==> config.mk <==
export PLATFORM = sky130hd
export DESIGN_NAME = fifo_ctrl
export DESIGN_NICKNAME = d
export VERILOG_FILES = /design/src/rtl/fifo_ctrl.sv
export SDC_FILE = /design/constraint.sdc
export NUM_CORES = 1
export LEC_CHECK = 0
export CAP_MARGIN = 25
export CORE_MARGIN = 5
export CORE_UTILIZATION = 39
export CTS_CLUSTER_DIAMETER = 200
export CTS_CLUSTER_SIZE = 28
export DETAILED_ROUTE_END_ITERATION = 6
export PLACE_DENSITY = 0.77
export SETUP_SLACK_MARGIN = 0.5
export SYNTH_ARGS = -nofsm -noshare
export SYNTH_HDL_FRONTEND = slang
export SYNTH_SLANG_ARGS = --single-unit
==> constraint.sdc <==
create_clock -name clk -period 2.35 [get_ports clk]
set_clock_uncertainty 0.2 [all_clocks]
set_input_delay 0.5875 -clock clk [delete_from_list [all_inputs] [get_ports clk]]
set_output_delay 0.5875 -clock clk [all_outputs]
set_load 0.05 [all_outputs]
==> src/rtl/fifo_ctrl.sv <==
// rtl/fifo_ctrl.sv - pointer/count control for an 8x10 dual-port FIFO memory; FIFO_CTRL_ERR_STICKY_EN makes error sticky
module fifo_ctrl #(
    parameter int BITNUMBER       = 10,
    parameter int LENGTH          = 8,
    parameter int ADDR_WIDTH      = 3,
    parameter int ALMOST_FULL_TH  = 6,
    parameter int ALMOST_EMPTY_TH = 2
) (
    input  logic                  clk,
    input  logic                  reset,
    input  logic                  push,
    input  logic                  pop,
    input  logic [BITNUMBER-1:0]  data_in,
    output logic                  write,
    output logic                  read,
    output logic [ADDR_WIDTH-1:0] ptr_write,
    output logic [ADDR_WIDTH-1:0] ptr_read,
    output logic [BITNUMBER-1:0]  mem_data_in,
    output logic                  valid_out,
    output logic                  full,
    output logic                  empty,
    output logic                  almost_full,
    output logic                  almost_empty,
    output logic [ADDR_WIDTH:0]   fifo_count,
    output logic                  error
);

    localparam logic [ADDR_WIDTH:0] LEN_C = (ADDR_WIDTH+1)'(LENGTH);
    localparam logic [ADDR_WIDTH:0] AF_C  = (ADDR_WIDTH+1)'(ALMOST_FULL_TH);
    localparam logic [ADDR_WIDTH:0] AE_C  = (ADDR_WIDTH+1)'(ALMOST_EMPTY_TH);

    logic                push_ok;
    logic                pop_ok;
    logic                overflow;
    logic                underflow;
    logic [ADDR_WIDTH:0] count_next;

    // Strobes are suppressed while reset is held so the memory never sees a write during reset.
    assign push_ok     = push & ~full & ~reset;
    assign pop_ok      = pop & ~empty & ~reset;
    assign write       = push_ok;
    assign read        = pop_ok;
    assign mem_data_in = data_in;
    assign overflow    = push & full;
    assign underflow   = pop & empty;

    always_comb begin
        count_next = fifo_count;
        if (push_ok && !pop_ok)
            count_next = fifo_count + 1'b1;
        else if (pop_ok && !push_ok)
            count_next = fifo_count - 1'b1;
    end

    always_ff @(posedge clk) begin
        if (reset) begin
            ptr_write    <= '0;
            ptr_read     <= '0;
            fifo_count   <= '0;
            valid_out    <= 1'b0;
            error        <= 1'b0;
            full         <= 1'b0;
            empty        <= 1'b1;
            almost_full  <= 1'b0;
            almost_empty <= 1'b1;
        end else begin
            if (push_ok)
                ptr_write <= ptr_write + ADDR_WIDTH'(1);
            if (pop_ok)
                ptr_read <= ptr_read + ADDR_WIDTH'(1);
            fifo_count   <= count_next;
            valid_out    <= pop_ok;
            full         <= (count_next == LEN_C);
            empty        <= (count_next == '0);
            almost_full  <= (count_next >= AF_C);
            almost_empty <= (count_next <= AE_C);
`ifdef FIFO_CTRL_ERR_STICKY_EN
            error <= error | overflow | underflow;
`else
            error <= overflow | underflow;
`endif
        end
    end

endmodule

; ---- Word level (Yosys, flattened, before mapping)
; Cells that the tools add are included.
[word_totals]
register_bits = 16
inputBits = 14
out_inout_bits = 28
wordCells = 33
[op_classes]
add_sub_neg = 4
n_lt_le_gt_ge = 2
eq_ne = 1
mux = 2
bitwise_logic = 10
reduce_logical = 5
[ops]
columns = operator, count
row1 = $mux 4, 2
row2 = $add 3x1->3 const B, 2
row3 = $and 1x1->1, 6
row4 = $add 4x1->4 const B, 1
row5 = $eq 4x4->1 const B, 1
row6 = $ge 4x3->1 const B, 1
row7 = $le 4x2->1 const B, 1
row8 = $logic_not 4->1, 1
row9 = $sub 4x1->4 const B, 1
row10 = $not 1->1, 3
row11 = $logic_and 1x1->1, 2
row12 = $logic_not 1->1, 2
row13 = $or 1x1->1, 1

; ---- Depth between registers and ports, before layout
; Gate-level depths: netlist (run 1).
[logic_depth]
word_depth = 8
ltp_mapped = 6
depth_no_buf = 6

; ---- Least setup slack after synthesis (run 1)
; OpenSTA, ideal clock, no wires.
[synth_path]
path_kind = input-to-output
start = input port reset
end = output port read
arrival_ns = 1.678
t_required_ns = 1.562
setup_slack_ns = -0.115
cell_stages = 3
n_path_buf = 2
cell_sequence = buf_1 buf_1 nor2_1
[synth_via]
elab_chain_len = 2
[synth_rtl]
columns = element, line_no
row1 = from (decl), 10  ; input logic reset,
row2 = $not 1->1, 40  ; assign pop_ok = pop & ~empty & ~reset;
row3 = $and 1x1->1, 40
row4 = to (decl), 15  ; output logic read,
; Every way passes these cells.

; ---- Worst setup path after layout (run 1)
[layout_path]
start = register empty
end = output port read
[layout_via]
elab_chain_len = 3
[layout_rtl]
columns = element, line_no
row1 = from (decl), 21  ; output logic empty,
row2 = from (signal assigned), 74  ; empty <= (count_next == '0);
row3 = $not 1->1, 40
row4 = $and 1x1->1 (2 in series), 40
; Every way passes these cells.

==> results of run 1 <==
-- layer usage --
| metal | routed length, um | vias to the layer above | global-route usage, % |
|---|---|---|---|
| li1 | - | 363 | - |
| met4 | 62 | 0 | 8.94 |
| met2 | 1070 | 26 | 21.4 |
| met3 | 75 | 5 | 1.81 |
| met5 | 0 | - | 0 |
| met1 | 784 | 366 | 11.4 |
-- registers in the layout, indices dropped and copies added (netlist names) --
name          cells
empty             1
ptr_read          3
full              1
ptr_write         3
valid_out         1
fifo_count        4
almost_full       1
error             1
almost_empty      1
-- cell families after synthesis --
logic type               count (synthesis)  share of synthesized area, %
AND/OR/NAND/NOR                         32                          19.3
buffers and inverters                   17                          13.8
AO/OA/AOI/OAI                           16                          14.6
flip-flops                              16                          36.7
XOR/XNOR                                 9                          9.89
adder cells (fa/ha/maj)                  4                          5.73
-- cell type report --
class	instances	area [sq um]	share of cell area [%]
clock buffer	3	22.5	1.84
inverter	2	11.3	0.921
multi-input combinational	61	485	39.7
sequential	16	333	27.2
tap	28	35.0	2.87
timing repair buffer	39	335	27.4
-- path summary, 6_finish.rpt --
kind                                     end  depth (start not counted)           from
worst max-delay path                    read                          4          empty
worst min-delay path             ptr_read[1]                          2    ptr_read[1]
worst max register to register  almost_empty                          6  fifo_count[0]
worst min register to register   ptr_read[1]                          2    ptr_read[1]
-- through the flow --
stage | power (mW) | util [%] | TNS (ns) | cells | area (sq um)
6_report | 1.31 | 56.3 | 0 | 149 | 1220
5_1_grt | 1.38 | 56.3 | 0 | 149 | 1220
4_1_cts | 1.26 | 55.9 | 0 | 144 | 1210
3_5_place_dp | 1.10 | 52.8 | -0.174 | 140 | 1150
3_3_place_gp | 1.08 | 52.8 | -0.0625 | 140 | 1150
2_1_floorplan | 0.944 | - | 0 | 94 | 938
-- critical path: stages, from the launching register on --
cell	delay, ns
dfxtp_4	0.36
nand2b_4	0.14
buf_6	0.12
nor2_4	0.09
buf_12	0.14
-- what timing repair did --
item	in CTS	in global routing
buffers inserted	1	5
pin swaps	1	4
endpoints found under the setup margin	23	12
resized for setup	54	14
-- power by group through the flow --
stage | sequential [mW] | clock (mW) | combinational (mW)
2_1_floorplan | 0.578 | 0 | 0.366
3_3_place_gp | 0.396 | 0 | 0.684
3_5_place_dp | 0.401 | 0 | 0.702
4_1_cts | 0.391 | 0.146 | 0.727
5_1_grt | 0.403 | 0.157 | 0.818
6_report | 0.392 | 0.144 | 0.773
-- cell usage in the layout, fill, tap and decap left out --
master,n
a211oi_1,1
a21oi_1,4
a21oi_2,1
a22oi_1,1
a22oi_2,1
a311oi_2,1
a31o_1,2
buf_12,2
buf_2,6
buf_4,20
buf_6,1
clkbuf_2,1
clkbuf_4,3
clkdlybuf4s15_2,7
clkdlybuf4s18_2,2
clkinvlp_4,1
dfxtp_1,12
dfxtp_2,1
dfxtp_4,3
ha_1,3
ha_4,1
inv_1,1
nand2_1,8
nand2b_4,2
nand3_1,2
nor2_1,10
nor2_4,3
nor2b_1,1
nor2b_4,1
nor3_1,2
nor3_2,2
nor4b_2,1
o211ai_1,1
o21ai_0,1
o2bb2ai_1,1
o31ai_2,1
o32a_1,1
xnor2_1,5
xor2_1,3
xor2_2,1
==> impl_metrics.py, run 1 <==
metrics = {
    "cts": {
        "numCtsBuffers": 3,
        "root_buffer": "clkbuf_4",
        "clkLatencyLatePin_ns": 0.29,
        "cts_tree": "yes",
        "cts_max_path_buffers": 2,
        "clkTransAtPathRegs_ns": 0.09,
        "cts_hold_buf": 0,
        "cts_sinks": 16,
        "htreeDepth": 1,
    },
    "critical_path": {
        "cp_max_fo": 3,
        "path_class": "reg -> out",
        "endpoint_kind": "output port",
        "required_ns": 1.56,
        "start_kind": "flip-flop",
        "worstPathArrival_ns": 1.13,
        "reg2reg_slack_ns": 0.59,
    },
    "timing": {
        "rsz0062_at_grt": "true",
        "fmax_ghz": 0.521,
        "timing.hold.ws_ns": 0.279,
        "fin_crit_sh_pct": 81.7,
        "final.setup.worst_slack_ns": 0.431,
        "drv_slew": 0,
        "tightest_slew_ns": 0.293,
        "layout_min_cycle_time_ns": 1.92,
        "setup_viol": 0,
        "slew_headroom_pct": 80.3,
        "hold_violations": 0,
    },
    "power": {
        "p_sw_mw": 0.586,
        "swShare_pct": 44.8,
        "powerDensity_nw_per_um2": 1070,
        "clkPwrFrac_pct": 11.0,
        "combPwrFrac_pct": 59.1,
        "p_int_mw": 0.723,
        "pwr-share-seq_pct": 30.0,
        "vdd_drop_max_uv": 472,
        "total_leakage_power_nw": 0.501,
    },
    "floorplan": {
        "io_pins": 42,
        "die-area_sq_um": 3290,
        "start_util_pct": 40.3,
        "core_area_sq_um": 2170,
        "die_h_um": 57.3,
        "fp-row-count": 17,
        "die_w_um": 57.3,
    },
    "yosys": {
        "yosys_warnings": 0,
        "synth_common_cells": "dfxtp_1 (16), nor2_1 (12), buf_4 (11)",
        "async_flop_share_pct": 0,
        "syn_area_sq_um": 873,
        "syn_nets": 112,
        "synth.most_common_cell": "dfxtp_1",
        "synthDistinctLibCells": 31,
        "synthCells": 94,
        "yosysTopAreaCellShare_pct": 36.7,
        "ys_seq_elements": 16,
        "yosys.area.top_type": "dfxtp_1",
        "synth_edf_count": 0,
        "syn_avg_cell_area_sq_um": 9.29,
        "synth_flop_cell": "dfxtp_1",
        "synthTopCellsByArea": "dfxtp_1 (37%), buf_4 (9.5%), ha_1 (5.7%), nor2_1 (5.2%), xnor2_1 (5.0%)",
        "seq_area_frac_synth_pct": 36.7,
    },
    "detailed_routing": {
        "dr.pass1.iters": 4,
        "finalWirelength_um": 2000,
        "via_per_inst": 5.10,
        "wl_per_cell_um": 13.4,
        "drc": 0,
        "drt_iter0_drc": 15,
        "dr_total_vias": 760,
        "postRouteAntennaNets": 0,
    },
    "grt": {
        "grt_util_all_layers_pct": 11.6,
        "grt_pass1_vias": 673,
        "grt_pass1_wl_um": 2950,
        "grt_max_degree": 12,
        "gr-total-overflow": 0,
        "antenna_found_initial": 0,
    },
    "run_status": {
        "status": "completed",
    },
    "final_layout": {
        "drive_gt1_share_pct": 51.2,
        "syn_to_final_growth_pct": 40.0,
        "fillers": 187,
        "insertedDiodeCount": 0,
        "final_nets": 141,
    },
    "placement": {
        "dp_hpwl_um": 1440,
        "dpl_worst_slack_ns": -0.0460,
        "gp_congestion": 0.781,
        "io_buffers": 21,
    },
    "job": {
        "drv_cap": 0,
    },
    "worst_hold_path": {
        "min_path_type": "reg -> reg",
    },
}
Power figures use the tool's default switching activity.
==> run 2: changes to the inputs <==
--- a/config.mk
+++ b/config.mk
@@ -7,11 +7,11 @@
 export LEC_CHECK = 0
 export CAP_MARGIN = 25
 export CORE_MARGIN = 5
-export CORE_UTILIZATION = 39
+export CORE_UTILIZATION = 36
 export CTS_CLUSTER_DIAMETER = 200
 export CTS_CLUSTER_SIZE = 28
 export DETAILED_ROUTE_END_ITERATION = 6
-export PLACE_DENSITY = 0.77
+export PLACE_DENSITY = 0.75
 export SETUP_SLACK_MARGIN = 0.5
 export SYNTH_ARGS = -nofsm -noshare
 export SYNTH_HDL_FRONTEND = slang
==> constraint.sdc (replaced) <==
create_clock -name clk -period 1.6 [get_ports clk]
set_clock_uncertainty 0.2 [all_clocks]
set_input_delay 0.4 -clock clk [delete_from_list [all_inputs] [get_ports clk]]
set_output_delay 0.4 -clock clk [all_outputs]
set_load 0.05 [all_outputs]
==> impl_metrics.py, run 2 (synthesis results as in run 1) <==
metrics = {
    "final_layout": {
        "top_regs": "fifo_count: 4 flops, ptr_read: 3 flops, ptr_write: 3 flops",
        "largest_reg_flops": 4,
        "final_cell_mix": "buf_4 (22), buf_12 (19), buf_6 (15)",
        "syn_to_final_growth_pct": 112,
        "final_common_cell": "buf_4",
        "insertedDiodeCount": 0,
        "final_cells": 172,
        "largest_register": "fifo_count",
        "final_nets": 163,
        "drive_gt1_share_pct": 80.6,
    },
    "timing": {
        "setup_viol": 12,
        "fin_tns_setup_ns": -0.997,
        "drv_slew": 0,
        "hold_violations": 0,
        "fin_crit_sh_pct": 110,
        "slew_headroom_pct": 79.4,
        "rsz0062_at_grt": "true",
        "fmax_ghz": 0.568,
        "final.setup.worst_slack_ns": -0.161,
        "layout_min_cycle_time_ns": 1.76,
        "tightest_slew_ns": 0.306,
    },
    "critical_path": {
        "r2r-end": "almost_empty",
        "required_ns": 1.58,
        "reg2reg_slack_ns": -0.16,
        "endpoint_kind": "flip-flop",
        "rr_worst_depth": 6,
        "worstReg2RegStart": "fifo_count[0]",
        "crit_path_start": "fifo_count[0]",
        "start_kind": "flip-flop",
        "worstPathArrival_ns": 1.74,
        "path_class": "reg -> reg",
        "cp_max_fo": 5,
    },
    "cts": {
        "clkTransAtPathRegs_ns": 0.11,
        "cts_sinks": 16,
        "cts_tree": "yes",
        "cts_max_path_buffers": 2,
        "cts_hold_buf": 0,
        "numCtsBuffers": 3,
        "root_buffer": "clkbuf_4",
        "htreeDepth": 1,
        "clkLatencyLatePin_ns": 0.29,
    },
    "detailed_routing": {
        "drc": 0,
        "wl_per_cell_um": 18.3,
        "finalWirelength_um": 3150,
        "dr.pass1.iters": 4,
        "drt_iter0_drc": 30,
        "via_per_inst": 5.12,
        "dr_total_vias": 880,
        "postRouteAntennaNets": 0,
    },
    "placement": {
        "gp_congestion": 0.936,
        "dp.cells": 145,
        "io_buffers": 21,
        "dp_hpwl_um": 1700,
    },
    "power": {
        "powerDensity_nw_per_um2": 1480,
        "vdd_drop_max_uv": 1310,
        "total_leakage_power_nw": 0.748,
    },
    "floorplan": {
        "io_pins": 42,
        "start_util_pct": 38.7,
        "die_w_um": 59.3,
        "fp-row-count": 17,
        "die-area_sq_um": 3510,
        "core_area_sq_um": 2250,
        "die_h_um": 59.3,
    },
    "job": {
        "drv_cap": 0,
    },
    "grt": {
        "antenna_found_initial": 0,
        "grt_pass1_vias": 947,
        "gr-total-overflow": 0,
        "grt_max_degree": 11,
        "grt_util_all_layers_pct": 17.1,
        "grt_pass1_wl_um": 4570,
    },
    "run_status": {
        "violations": "setup timing",
        "status": "complete, but fails checks",
    },
    "worst_hold_path": {
        "worstHoldEndpoint": "error",
        "min_path_type": "in -> reg",
        "hold_path.startpoint": "pop",
        "whs_path_depth": 3,
    },
}
==> run 2: changes by cell type in the layout (fill, tap and decap cells not counted), sizes merged <==
cell	previous run	this run
clkinvlp	1	0
dlygate4sd2	0	1
clkdlybuf4s18	2	0
clkdlybuf4s15	7	2
buf	29	58
inv	1	2
==> run 2: power breakdown <==
part	leakage, nW	switching [mW]	internal [mW]
Clock	0.0150	0.139	0.0967
Combinational	0.594	0.927	0.977
Sequential	0.139	0.0940	0.509
Total	0.748	1.16	1.58
==> run 2: how the worst max path moves through the flow <==
stage,end,slack [ns]
global placement,full,-0.70
detailed placement,full,-0.71
CTS,almost_empty,-0.13
global route,almost_empty,-0.21
floorplan,full,-0.10
finish,almost_empty,-0.16
==> run 2: worst max-delay path, stage by stage, from the launching register on <==
cell and delay, ns:
dfxtp_4 0.38, inv_4 0.04, ha_4 0.26, nor3_1 0.29, a21oi_1 0.08, o32a_1 0.19
a31o_1 0.22
==> run 2: final cells by class <==
type | count | area, sq um
clock buffers | 4 | 26.3
fillers | 105 | 403
inverters | 2 | 12.5
multi-input cells | 61 | 637
flip-flops and latches | 16 | 365
well taps | 28 | 35.0
repair buffers | 61 | 776
==> run 2: metal layers <==
| metal | global-route usage, % | up-vias | part of all wire [%] |
|---|---|---|---|
| li1 | - | 408 | - |
| met1 | 19.1 | 436 | 41 |
| met2 | 31.2 | 30 | 53 |
| met3 | 3.05 | 6 | 4.0 |
| met4 | 7.12 | 0 | 1.5 |
| met5 | 0 | - | 0 |
==> run 2: repair_timing <==
action | 4_1_cts | 5_1_grt
pin swaps | 9 | 12
setup buffers | 20 | 3
endpoints found under the setup margin | 34 | 34
gates resized for setup | 26 | 30
==> run 2: stage by stage <==
| stage | setup slack, ns | hold slack [ns] | power [mW] | util [%] | area (sq um) |
|---|---|---|---|---|---|
| global route | -0.206 | 0.297 | 2.85 | 82.1 | 1850 |
| finish | -0.161 | 0.282 | 2.74 | 82.1 | 1850 |
| global placement | -0.697 | 0.280 | 1.98 | 63.6 | 1430 |
| CTS | -0.129 | 0.291 | 2.46 | 75.5 | 1700 |
| floorplan | -0.102 | 0.344 | 1.48 | - | 1120 |
| detailed placement | -0.713 | 0.285 | 2.00 | 63.6 | 1430 |
==> run 3: changes to the inputs <==
--- a/config.mk
+++ b/config.mk
@@ -5,13 +5,15 @@
 export SDC_FILE = /design/constraint.sdc
 export NUM_CORES = 1
 export LEC_CHECK = 0
+export ABC_AREA = 1
 export CAP_MARGIN = 25
 export CORE_MARGIN = 5
 export CORE_UTILIZATION = 36
 export CTS_CLUSTER_DIAMETER = 200
 export CTS_CLUSTER_SIZE = 28
 export DETAILED_ROUTE_END_ITERATION = 6
-export PLACE_DENSITY = 0.75
+export GPL_TIMING_DRIVEN = 0
+export PLACE_DENSITY = 0.74
 export SETUP_SLACK_MARGIN = 0.5
 export SYNTH_ARGS = -nofsm -noshare
 export SYNTH_HDL_FRONTEND = slang
==> constraint.sdc (replaced) <==
create_clock -name clk -period 1.45 [get_ports clk]
set_clock_uncertainty 0.2 [all_clocks]
set_input_delay 0.3625 -clock clk [delete_from_list [all_inputs] [get_ports clk]]
set_output_delay 0.3625 -clock clk [all_outputs]
set_load 0.05 [all_outputs]
==> impl_metrics.py, run 3 <==
metrics = {
    "cts": {
        "cts_hold_buf": 0,
        "clkTransAtPathRegs_ns": 0.09,
        "numCtsBuffers": 3,
        "clkLatencyLatePin_ns": 0.30,
        "htreeDepth": 1,
        "cts_max_path_buffers": 2,
        "root_buffer": "clkbuf_4",
        "cts_sinks": 16,
        "cts_tree": "yes",
    },
    "final_layout": {
        "final_common_cell": "buf_12",
        "fillers": 133,
        "final_cell_mix": "buf_12 (22), buf_8 (17), dfxtp_4 (15)",
        "drive_gt1_share_pct": 76.2,
        "insertedDiodeCount": 0,
        "largest_reg_flops": 4,
        "syn_to_final_growth_pct": 125,
        "largest_register": "fifo_count",
        "final_nets": 191,
        "top_regs": "fifo_count: 4 flops, ptr_read: 3 flops, ptr_write: 3 flops",
    },
    "critical_path": {
        "worstPathArrival_ns": 1.07,
        "path_buf_inv": 2,
        "worstReg2RegStart": "full",
        "endpoint_kind": "output port",
        "cp_max_fo": 3,
        "path_class": "in -> out",
        "path_depth": 4,
        "crit_path_start": "pop",
        "crit_chain": "clkdlybuf4s15_1, nand2_4, nor2_4, buf_8",
        "r2r-end": "empty",
        "crit_path_end": "read",
        "slowest_delay_ns": 0.33,
        "start_kind": "primary input",
        "critical_path.top_delay_family": "buffers and inverters",
        "reg2reg_slack_ns": -0.16,
        "required_ns": 0.89,
        "cp_slowest_cell": "clkdlybuf4s15_1",
        "rr_worst_depth": 12,
    },
    "detailed_routing": {
        "drt_iter0_drc": 12,
        "highest-signal-layer": "met4",
        "via_per_inst": 4.82,
        "dr_total_vias": 974,
        "met3_length_um": 218,
        "drc": 0,
        "dr.pass1.iters": 4,
        "finalWirelength_um": 3170,
        "wl_met1_um": 1140,
        "dr_wl_met2_um": 1750,
        "postRouteAntennaNets": 0,
        "wl_per_cell_um": 15.7,
    },
    "yosys": {
        "yosysTopAreaCellShare_pct": 35.6,
        "syn_area_sq_um": 901,
        "yosys_warnings": 0,
        "synthTopCellsByArea": "dfxtp_1 (36%), nand2_1 (10%), buf_4 (9.2%), ha_1 (5.6%), nand2_2 (5.6%)",
        "yosys.area.top_type": "dfxtp_1",
        "ys_seq_elements": 16,
        "syn_nets": 134,
        "synth_common_cells": "nand2_1 (24), dfxtp_1 (16), inv_1 (12)",
        "synth_flop_cell": "dfxtp_1",
        "synth.most_common_cell": "nand2_1",
        "syn_avg_cell_area_sq_um": 7.77,
        "seq_area_frac_synth_pct": 35.6,
        "async_flop_share_pct": 0,
        "synth_edf_count": 0,
        "synthDistinctLibCells": 22,
        "synthCells": 116,
    },
    "floorplan": {
        "die_w_um": 60.0,
        "io_pins": 42,
        "fp-row-count": 18,
        "die_h_um": 60.0,
        "core_area_sq_um": 2430,
        "die-area_sq_um": 3600,
        "start_util_pct": 37.0,
    },
    "timing": {
        "tightest_slew_ns": 0.329,
        "fin_tns_setup_ns": -1.28,
        "timing.hold.ws_ns": 0.135,
        "hold_violations": 0,
        "setup_viol": 12,
        "fmax_ghz": 0.611,
        "drv_slew": 0,
        "fin_crit_sh_pct": 113,
        "slew_headroom_pct": 77.9,
        "rsz0062_at_grt": "true",
        "layout_min_cycle_time_ns": 1.64,
        "final.setup.worst_slack_ns": -0.187,
    },
    "power": {
        "powerDensity_nw_per_um2": 766,
        "swShare_pct": 36.9,
        "combPwrFrac_pct": 48.5,
        "clkPwrFrac_pct": 19.4,
        "total_leakage_power_nw": 0.952,
        "p_int_mw": 0.978,
        "p_sw_mw": 0.572,
        "vdd_drop_max_uv": 829,
        "pwr-share-seq_pct": 32.1,
    },
    "placement": {
        "gp_congestion": 0.779,
        "dp_hpwl_um": 1640,
        "io_buffers": 30,
        "dpl_worst_slack_ns": -1.09,
    },
    "grt": {
        "antenna_found_initial": 0,
        "grt_max_degree": 11,
        "gr-total-overflow": 0,
        "grt_pass1_wl_um": 4350,
        "grt_util_all_layers_pct": 16.4,
        "grt_pass1_vias": 954,
    },
    "worst_hold_path": {
        "min_path_type": "in -> reg",
    },
    "run_status": {
        "violations": "setup timing",
        "status": "complete, but fails checks",
    },
    "job": {
        "drv_cap": 0,
    },
}
run 3: per-layer routing:
layer | vias to the layer above | track usage [%]
li1 | 467 | -
met1 | 458 | 17.2
met2 | 41 | 30.4
met3 | 8 | 5.18
met4 | 0 | 5.38
met5 | - | 0
run 3: area by class of cell:
cell class | instances | area [sq um] | share of cell area (%)
buffer | 11 | 208 | 10.3
clock buffer | 4 | 36.3 | 1.79
inverter | 19 | 86.3 | 4.27
multi-input combinational | 70 | 572 | 28.3
sequential | 16 | 378 | 18.7
tap | 30 | 37.5 | 1.86
timing repair buffer | 52 | 706 | 34.9
run 3: what timing repair did:
action,in CTS,in global routing
endpoints found under the setup margin,44,44
setup buffers,16,6
pin swaps,10,13
gates resized for setup,246,33
run 3: how the worst min path moves through the flow:
stage,startpoint,depth (start not counted),to
final,reset,2,ptr_read[1]
after global placement,ptr_read[0],1,ptr_read[0]
after floorplan,pop,2,error
after detailed placement,ptr_read[0],1,ptr_read[0]
after CTS,reset,2,error
after global routing,reset,2,ptr_write[1]
run 3: through the flow:
stage | util, % | std cells | total power, mW | instance area, sq um
6_report | 83.2 | 202 | 1.55 | 2020
5_1_grt | 83.2 | 202 | 1.62 | 2020
4_1_cts | 76.4 | 196 | 1.47 | 1860
3_5_place_dp | 60.4 | 176 | 1.00 | 1470
3_3_place_gp | 60.4 | 176 | 0.997 | 1470
2_1_floorplan | - | 116 | 0.879 | 1130
run 3: power groups by stage:
stage | Sequential [mW] | Combinational [mW] | Clock [mW]
2_1_floorplan | 0.611 | 0.268 | 0
3_3_place_gp | 0.505 | 0.492 | 0
3_5_place_dp | 0.506 | 0.499 | 0
4_1_cts | 0.494 | 0.666 | 0.309
5_1_grt | 0.503 | 0.785 | 0.328
6_report | 0.497 | 0.751 | 0.301
run 3: logic make-up after synthesis:
logic type	after synthesis	synth area share (%)
AOI/OAI and AO/OA	8	4.44
xor gates and xnor gates	1	0.972
adders and majority gates	4	5.56
buffers and inverters	30	17.6
DFF	16	35.6
and+or+nand+nor	57	35.8
